==> src/rtl/alu_seq.sv <==
// alu_seq: registered, handshaked ALU with NZCV flags and an iterative
// shift-add multiplier. Single-cycle ops present their result in the cycle
// after acceptance. MUL occupies the block for n/MUL_RADIX iterations.
//
// Handshake: an operation transfers in on a rising CLK edge where
// in_valid && in_ready, and a result transfers out on an edge where
// out_valid && out_ready. in_ready is combinational:
// (state==IDLE) || (state==DONE && out_ready). A DONE result is held
// stable until it is taken.
module alu_seq #(
  parameter int n         = 64,
  parameter int MUL_RADIX = 1
) (
  input  logic         CLK,
  input  logic         Reset_L,
  input  logic [n-1:0] BusA,
  input  logic [n-1:0] BusB,
  input  logic [3:0]   ALUCtrl,
  input  logic         in_valid,
  output logic         in_ready,
  output logic [n-1:0] result,
  output logic [3:0]   flags,
  output logic         out_valid,
  input  logic         out_ready,
  output logic [1:0]   state_o
);

  localparam int ITERS = n / MUL_RADIX;
  localparam int CW    = $clog2(ITERS);
  localparam int SW    = $clog2(n);
  localparam logic [CW-1:0] LAST_ITER = CW'(ITERS - 1);
  localparam logic [n-1:0]  N_LIM     = n'(n);

  localparam logic [3:0] OP_AND   = 4'b0000;
  localparam logic [3:0] OP_OR    = 4'b0001;
  localparam logic [3:0] OP_ADD   = 4'b0010;
  localparam logic [3:0] OP_LSL   = 4'b0011;
  localparam logic [3:0] OP_LSR   = 4'b0100;
  localparam logic [3:0] OP_SUB   = 4'b0110;
  localparam logic [3:0] OP_PASSB = 4'b0111;
  localparam logic [3:0] OP_MUL   = 4'b1000;

  typedef enum logic [1:0] {
    IDLE = 2'd0,
    MUL  = 2'd1,
    DONE = 2'd2
  } state_t;

  state_t         state_q;
  logic [n-1:0]   result_q;
  logic [3:0]     flags_q;
  logic           out_valid_q;
  logic [n-1:0]   acc_q;
  logic [n-1:0]   mcand_q;
  logic [n-1:0]   mplier_q;
  logic [CW-1:0]  cnt_q;

  logic [n:0]     add_full;
  logic [n:0]     sub_full;
  logic           shift_big;
  logic [n-1:0]   alu_res_d;
  logic           alu_c_d;
  logic           alu_v_d;
  logic [3:0]     alu_flags_d;
  logic [n-1:0]   mul_acc_d;
  logic           accept;
  logic           op_is_mul;

  assign in_ready  = (state_q == IDLE) || ((state_q == DONE) && out_ready);
  assign accept    = in_valid && in_ready;
  assign op_is_mul = (ALUCtrl == OP_MUL);

  assign result    = result_q;
  assign flags     = flags_q;
  assign out_valid = out_valid_q;
  assign state_o   = state_q;

  // Subtraction is A + ~B + 1 so the carry out reads as "no borrow".
  assign add_full  = {1'b0, BusA} + {1'b0, BusB};
  assign sub_full  = {1'b0, BusA} + {1'b0, ~BusB} + (n+1)'(1);
  // The whole BusB is the shift amount; anything >= n clears the result.
  assign shift_big = (BusB >= N_LIM);

  // Single-cycle result and NZCV flags from the live operand buses.
  always_comb begin
    alu_res_d = '0;
    alu_c_d   = 1'b0;
    alu_v_d   = 1'b0;
    case (ALUCtrl)
      OP_AND:   alu_res_d = BusA & BusB;
      OP_OR:    alu_res_d = BusA | BusB;
      OP_ADD: begin
        alu_res_d = add_full[n-1:0];
        alu_c_d   = add_full[n];
        alu_v_d   = (BusA[n-1] == BusB[n-1]) && (add_full[n-1] != BusA[n-1]);
      end
      OP_SUB: begin
        alu_res_d = sub_full[n-1:0];
        alu_c_d   = sub_full[n];
        alu_v_d   = (BusA[n-1] != BusB[n-1]) && (sub_full[n-1] != BusA[n-1]);
      end
      OP_LSL:   alu_res_d = shift_big ? '0 : (BusA << BusB[SW-1:0]);
      OP_LSR:   alu_res_d = shift_big ? '0 : (BusA >> BusB[SW-1:0]);
      OP_PASSB: alu_res_d = BusB;
      default:  alu_res_d = '0;
    endcase
    alu_flags_d = {alu_res_d[n-1], (alu_res_d == '0), alu_c_d, alu_v_d};
  end

  // One multiply iteration: add the partial products of the low
  // MUL_RADIX multiplier bits into the accumulator.
  always_comb begin
    mul_acc_d = acc_q;
    for (int i = 0; i < MUL_RADIX; i++) begin
      if (mplier_q[i]) begin
        mul_acc_d = mul_acc_d + (mcand_q << i);
      end
    end
  end

  // Control FSM with registered result, flags and out_valid.
  always_ff @(posedge CLK) begin
    if (!Reset_L) begin
      state_q     <= IDLE;
      result_q    <= '0;
      flags_q     <= '0;
      out_valid_q <= 1'b0;
      acc_q       <= '0;
      mcand_q     <= '0;
      mplier_q    <= '0;
      cnt_q       <= '0;
    end else if (accept) begin
      if (op_is_mul) begin
        state_q     <= MUL;
        out_valid_q <= 1'b0;
        acc_q       <= '0;
        mcand_q     <= BusA;
        mplier_q    <= BusB;
        cnt_q       <= '0;
      end else begin
        state_q     <= DONE;
        result_q    <= alu_res_d;
        flags_q     <= alu_flags_d;
        out_valid_q <= 1'b1;
      end
    end else begin
      case (state_q)
        MUL: begin
          acc_q    <= mul_acc_d;
          mcand_q  <= mcand_q << MUL_RADIX;
          mplier_q <= mplier_q >> MUL_RADIX;
          cnt_q    <= cnt_q + CW'(1);
          if (cnt_q == LAST_ITER) begin
            state_q     <= DONE;
            result_q    <= mul_acc_d;
            flags_q     <= {mul_acc_d[n-1], (mul_acc_d == '0), 2'b00};
            out_valid_q <= 1'b1;
          end
        end
        DONE: begin
          if (out_ready) begin
            state_q     <= IDLE;
            out_valid_q <= 1'b0;
          end
        end
        default: begin
          state_q <= IDLE;
        end
      endcase
    end
  end

endmodule

==> config.mk <==
export PLATFORM = sky130hd
export DESIGN_NAME = alu_seq
export DESIGN_NICKNAME = d
export VERILOG_FILES = /design/src/rtl/alu_seq.sv
export SDC_FILE = /design/constraint.sdc
export NUM_CORES = 2
export LEC_CHECK = 0
export CAP_MARGIN = 20
export CORE_ASPECT_RATIO = 0.7
export CORE_MARGIN = 4
export CORE_UTILIZATION = 30
export CTS_CLUSTER_SIZE = 12
export DETAILED_ROUTE_END_ITERATION = 16
export PLACE_DENSITY = 0.43
export SETUP_SLACK_MARGIN = 0.1
export SLEW_MARGIN = 15
export SYNTH_ARGS = -nofsm -noshare
export SYNTH_HDL_FRONTEND = slang
export SYNTH_SLANG_ARGS = --single-unit
==> constraint.sdc <==
create_clock -name CLK -period 6.6 [get_ports CLK]
set_clock_uncertainty 0.2 [all_clocks]
set_input_delay 1.32 -clock CLK [delete_from_list [all_inputs] [get_ports CLK]]
set_output_delay 1.32 -clock CLK [all_outputs]
set_load 0.005 [all_outputs]
### Word level (Yosys, flattened, before mapping)

Cells that the tools add are included.

| cells by class | value |
|---|---|
| add/sub/neg operators | 5 |
| order comparisons | 1 |
| equal/unequal tests | 18 |
| shift-type cells | 2 |
| muxes and demuxes | 36 |
| bitwise gates (word level) | 3 |
| reduce and logical (&&, ||, !) cells | 16 |

Operators with widths:

| cell | number |
|---|---|
| 64-bit 2-to-1 mux | 16 |
| 64-bit one-hot mux with 7 select lines | 1 |
| 64-bit by 64-bit adder with 65-bit output | 2 |
| 64-bit zero test | 2 |
| 65-bit by 1-bit adder with 65-bit output, second input constant | 1 |
| 64-bit adder | 1 |
| 64-bit AND | 1 |
| 64-bit by 7-bit >= comparator with 1-bit output, second input constant | 1 |
| 64-bit inverter | 1 |
| 64-bit OR | 1 |
| 64-bit by 6-bit left shift with 64-bit output | 1 |
| 64-bit by 6-bit >> shifter with 64-bit output | 1 |
| 6-bit 2-to-1 mux | 3 |
| 4-bit 2-to-1 mux | 4 |
| 4-bit by 3-bit == test with 1-bit output, second input constant | 3 |
| 4-bit by 2-bit == test with 1-bit output, second input constant | 2 |
| 2-bit 2-to-1 mux | 4 |
| 6-bit by 1-bit adder with 6-bit output, second input constant | 1 |
| 6-bit == test, second input constant | 1 |
| 3-bit inequality test, second input constant | 2 |
| 1-bit one-hot mux with 2 select lines | 3 |
| 3-bit AND reduction | 2 |
| 4-bit by 1-bit == test with 1-bit output, second input constant | 1 |
| 4-bit == test, second input constant | 1 |
| other kinds (15) | 25 |

| storage, ports and cells | value |
|---|---|
| register bits after elaboration | 269 |
| input port bits | 136 |
| output and inout bits | 72 |
| word-level logic and storage cells | 89 |

### Logic depth before layout (Yosys ltp)

| logic depth | value |
|---|---|
| depth in word-level cells | 8 |
| gate-level depth with buffers | 23 |

### Least setup slack after synthesis

OpenSTA, ideal clock, no wires.

| timing | value |
|---|---|
| kind | input -> register |
| from | in BusB[4] |
| to | reg flags_q[2] (netlist: flags[2]) |
| library setup time | 0.062 ns |
| arrival | 6.373 ns |
| data required time | 6.338 ns |
| slack | -0.035 ns |
| cell stages on the path | 22 |
| path buffers | 7 |
| path through | buf_2 -> clkinv_1 -> buf_1 -> buf_2 -> buf_1 -> clkbuf_1 -> clkbuf_1 -> buf_2 -> ha_1 -> a2111o_1 -> a21oi_1 -> o21ai_0 -> nor2b_1 -> a221o_1 -> a211oi_1 -> nand2_1 -> or4_1 -> and4bb_1 -> nand4_1 -> nor4_1 -> nand4b_1 -> nand3_1 |

| between the ends | value |
|---|---|
| word-level cells in the longest chain between the ends | 7 |
| elaborated cells between the ends (all ways) | 15 |
| classes of those cells | 3 x add/sub; 1 x order compare; 2 x shift; 5 x mux; 3 x bitwise; 1 x reduce/logical |

RTL lines:

| element | RTL line | RTL |
|---|---|---|
| start: declaration | 17 | `input logic [n-1:0] BusB,` |
| 64-bit inverter | 80 | `assign sub_full = {1'b0, BusA} + {1'b0, ~BusB} + (n+1)'(1);` |
| 64-bit by 64-bit adder with 65-bit output | 80 |  |
| 65-bit by 1-bit adder with 65-bit output | 80 |  |
| 64-bit one-hot mux with 7 select lines * | 89 | `case (ALUCtrl)` |
| 64-bit zero test * | 107 | `alu_flags_d = {alu_res_d[n-1], (alu_res_d == '0), alu_c_d, alu_v_d};` |
| 4-bit 2-to-1 mux * | 133 | `if (op_is_mul) begin` |
| 4-bit 2-to-1 mux * | 132 | `end else if (accept) begin` |
| end signal: assignment | 143 | `flags_q <= alu_flags_d;` |
| end signal: assignment | 156 | `flags_q <= {mul_acc_d[n-1], (mul_acc_d == '0), 2'b00};` |
| end: declaration | 51 | `logic [3:0] flags_q;` |

Every way passes the cells marked *; elsewhere a longest branch is shown, timed or not. The select of a mux whose other input is x is not followed.
A chain may end at the register's enable or synchronous reset.

### Worst setup path in the final report

| timing | value |
|---|---|
| from | in BusA[27] |
| to | reg flags_q[0] (netlist: flags[0]) |

| between the ends | value |
|---|---|
| word-level cells in the longest chain between the ends | 7 |
| elaborated cells between the ends (all ways) | 10 |
| classes of those cells | 3 x add/sub; 2 x eq/ne; 3 x mux; 2 x reduce/logical |

RTL lines:

| element | RTL line | RTL |
|---|---|---|
| start: declaration | 16 | `input logic [n-1:0] BusA,` |
| 64-bit by 64-bit adder with 65-bit output | 80 |  |
| 65-bit by 1-bit adder with 65-bit output | 80 |  |
| 1-bit inequality test | 100 | `alu_v_d = (BusA[n-1] != BusB[n-1]) && (sub_full[n-1] != BusA[n-1]);` |
| 1-bit logical AND | 100 |  |
| 1-bit one-hot mux with 2 select lines * | 89 |  |
| 4-bit 2-to-1 mux * | 133 |  |
| 4-bit 2-to-1 mux * | 132 |  |

Marks and branches as above.

==> results.sh <==
export IMPL_cts_max_path_buffers=3
export IMPL_commonest_cells_after_routing_fill_and_taps_aside="911 x sky130_fd_sc_hd__buf_4, 634 x sky130_fd_sc_hd__nor2_1, 584 x sky130_fd_sc_hd__nand2_1"
export IMPL_mappedNetlistArea_um2=37800
export IMPL_arrival_ns=6.89
export IMPL_ir_worst_vdd_uv=180
export IMPL_final_worst_path_period_share=0.990
export IMPL_post_synth_num_cell_types=94
export IMPL_critical_path_n_buffers_inverters=6
export IMPL_post_route_drc_count=0
export IMPL_synth_edf_count=0
export IMPL_path_common_cell="sky130_fd_sc_hd__buf_4"
export IMPL_die_y_um=305
export IMPL_layout_commonest_cell="sky130_fd_sc_hd__buf_4"
export IMPL_finalWirelength_um=261000
export IMPL_starting_density_of_the_core=0.304
export IMPL_worst_hold_path_num_cells=2
export IMPL_period_needed_ns=6.53
export IMPL_power_uw=7570
export IMPL_synth_warnings=0
export IMPL_io_pins=208
export IMPL_detail_route_vias_per_cell=6.25
export IMPL_grt_util_all_layers=0.378
export IMPL_share_seq_of_total_power=0.227
export IMPL_r2r_cells=18
export IMPL_synth_seq_cells=268
export IMPL_first_pass_grt_wire_length_um=358000
export IMPL_setup_violations=0
export IMPL_max_fclk_mhz=153
export IMPL_avgRoutedWirePerCell_um=33.6
export IMPL_leakage_uw=0.0200
export IMPL_async_flop_share=0
export IMPL_worst_setup_path_start_kind="primary input"
export IMPL_grt_setup_unrepaired="true"
export IMPL_cts_tree="done"
export IMPL_number_of_maximum_capacitance_constraint_violations=0
export IMPL_top_reg_cell_synth="sky130_fd_sc_hd__dfxtp_1"
export IMPL_gr_total_overflow=0
export IMPL_multiInputGateArea_um2=29800
export IMPL_crit_family="compound AO/OA/AOI/OAI gates"
export IMPL_maxSlewHeadroom=0.0974
export IMPL_data_required_time_at_the_worst_endpoint_ns=6.96
export IMPL_clock_buffers_created_by_tritoncts=36
export IMPL_placement_rows=108
export IMPL_power_net_switching_uw=3220
export IMPL_gp_routability_congestion=1.05
export IMPL_io_buffer_count=207
export IMPL_synth_seq_area_share=0.142
export IMPL_power_frac_clock=0.295
export IMPL_slew_viol_final=0
export IMPL_timing_critical_path_to_type="register"
export IMPL_crit_type="in2reg"
export IMPL_cts_root_buf="sky130_fd_sc_hd__clkbuf_16"
export IMPL_vias_after_detailed_routing=48400
export IMPL_cts_max_level=2
export IMPL_pwr_density_cell_nw_per_um2=154
export IMPL_count_of_nets_left_with_antenna_violations_after_detail_routing=0
export IMPL_detailedRoute_firstPassIterationCount=8
export IMPL_pin_slew_with_the_least_headroom_to_its_limit_ns=1.35
export IMPL_power_switching_share=0.426
export IMPL_critical_path_depth_in_cells=19
export IMPL_power_internal_uw=4350
export IMPL_initialDrtViolationCount=6503
export IMPL_syn_mean_instance_area_um2=7.11
export IMPL_cp_cell_sequence="clkdlybuf4s50_1 -> inv_1 -> ha_1 -> buf_4 -> nand4_1 -> nor2_1 -> nand2_1 -> o2111ai_1 -> a221oi_1 -> buf_4 -> o41ai_1 -> a21oi_1 -> o221ai_1 -> buf_4 -> xnor2_1 -> o31ai_1 -> buf_4 -> a32oi_1 -> nor2_1"
export IMPL_post_synth_inst_count=5315
export IMPL_post_cts_setup_buffers=0
export IMPL_hold_viol=0
export IMPL_area_sequential_um2=5370
export IMPL_status="finished clean"
export IMPL_cts_clk_slew_worst_paths_ns=0.08
export IMPL_core_area_um2=124000
export IMPL_worst_path_max_fanout=9
export IMPL_die_area_um2=132000
export IMPL_ratio_of_cells_with_drive_above_1_in_the_final_layout=0.208
export IMPL_cp_slowest_cell="sky130_fd_sc_hd__o41ai_1"
export IMPL_worst_skew_pair_late_latency_ns=0.62
export IMPL_fillCellCount=13400
export IMPL_grt_max_degree=102
export IMPL_share_of_total_power_in_combinational_logic=0.478
export IMPL_number_of_global_route_vias_before_repair=45100
export IMPL_p_r_area_growth_vs_syn_pct=29.7
export IMPL_worst_slack_ns=0.0673
export IMPL_synth_fp_nets=5726
export IMPL_clock_sinks=268
export IMPL_timing_hold_worst_class="reg2reg"
export IMPL_horiz_die_dim_um=432
export IMPL_final_nets=6486
export IMPL_max_stage_delay_ns=0.66
export IMPL_place_detailed_hpwl_um=216000
export IMPL_post_place_ws_ns=-0.292
export IMPL_grt_antenna_before_repair=20
## cell usage after synthesis, drive strengths merged, types with 29 or more instances
cell type | number | area share
a211oi | 77 | 0.015
a21o | 64 | 0.013
a21oi | 417 | 0.055
a221oi | 89 | 0.021
a22oi | 75 | 0.015
a31oi | 79 | 0.013
and2 | 33 | 0.0055
buf | 113 | 0.016
clkbuf | 314 | 0.031
dfxtp | 268 | 0.14
ha | 272 | 0.090
inv | 232 | 0.023
mux2 | 72 | 0.021
mux2i | 162 | 0.043
mux4 | 118 | 0.070
nand2 | 587 | 0.058
nand2b | 33 | 0.0055
nand3 | 135 | 0.018
nand4 | 74 | 0.012
nor2 | 637 | 0.063
nor2b | 42 | 0.0070
nor3 | 106 | 0.014
nor4 | 80 | 0.013
o211ai | 187 | 0.037
o21a | 29 | 0.0058
o21ai | 396 | 0.052
o21bai | 35 | 0.0070
o221ai | 36 | 0.0083
o22ai | 50 | 0.0083
o31ai | 52 | 0.010
xnor2 | 51 | 0.012
## tightest hold or removal path: cells and delay by family, from the launching register on
family	cells	cell delay, ns
flops	1	0.31
compound gates	1	0.05
simple gates	1	0.05
## power by group through the flow
stage / combinational (uW) / sequential, uW / clock [uW]
finish: 3620 / 1720 / 2230
global placement: 3490 / 1760 / 0
detailed placement: 3460 / 1760 / 0
floorplan: 1590 / 1740 / 0
CTS: 3480 / 1720 / 2290
global route: 3750 / 1730 / 2350
## registers in the layout, summed over array words and instances, names as in the netlist
signal and count:
cnt_q 6, flags 3, acc_q 64, result 64, mcand_q 64, out_valid 1, state_o 2, mplier_q 64
## area by class of cell
class,count,area share
multi-input combinational,4382,0.609
clock buffer,49,0.0212
sequential,268,0.110
antenna,6,0.000307
timing repair buffer,1149,0.195
clock inverter,15,0.00483
inverter,238,0.0185
tap,1650,0.0421
## worst paths after layout
kind | slack [ns] | startpoint | endpoint
worst min register to register | 0.25 | result[60] | result[60]
worst max-delay path | 0.07 | BusA[27] | flags[0]
worst max register to register | 1.10 | acc_q[0] | flags[2]
worst min-delay path | 0.25 | result[60] | result[60]
## metal layers
metal | GRT usage | vias to the layer above | part of all wire
li1 | - | 21500 | -
met1 | 0.552 | 24000 | 0.46
met2 | 0.527 | 2577 | 0.39
met3 | 0.102 | 343 | 0.11
met4 | 0.133 | 12 | 0.042
met5 | 0 | - | 0.00032
## logic make-up after synthesis
family	count (synthesis)	share of synthesized area
xor gates and xnor gates	72	0.0167
adders and majority gates	275	0.0917
AOI/OAI and AO/OA	1836	0.322
and+or+nand+nor	1847	0.221
buffers and inverters	665	0.0711
DFF	268	0.142
muxes	352	0.135
## through the flow
| stage | area [um2] | instances | hold slack (ns) | TNS, ns | utilization |
|---|---|---|---|---|---|
| floorplan | 37800 | 5315 | 0.231 | 0 | - |
| global placement | 47700 | 7683 | 0.241 | -0.856 | 0.383 |
| detailed placement | 47700 | 7685 | 0.246 | -0.730 | 0.383 |
| CTS | 48900 | 7749 | 0.256 | 0 | 0.393 |
| global route | 49000 | 7752 | 0.272 | 0 | 0.393 |
| finish | 49000 | 7757 | 0.253 | 0 | 0.394 |
## timing repair
item | in CTS | in global routing
resized for setup | 0 | 3
endpoints found under the setup margin | 0 | 2
hold buffers | 0 | 0
endpoints found under the hold margin | 0 | 0
No activity file was read; power rests on OpenSTA's default activity.
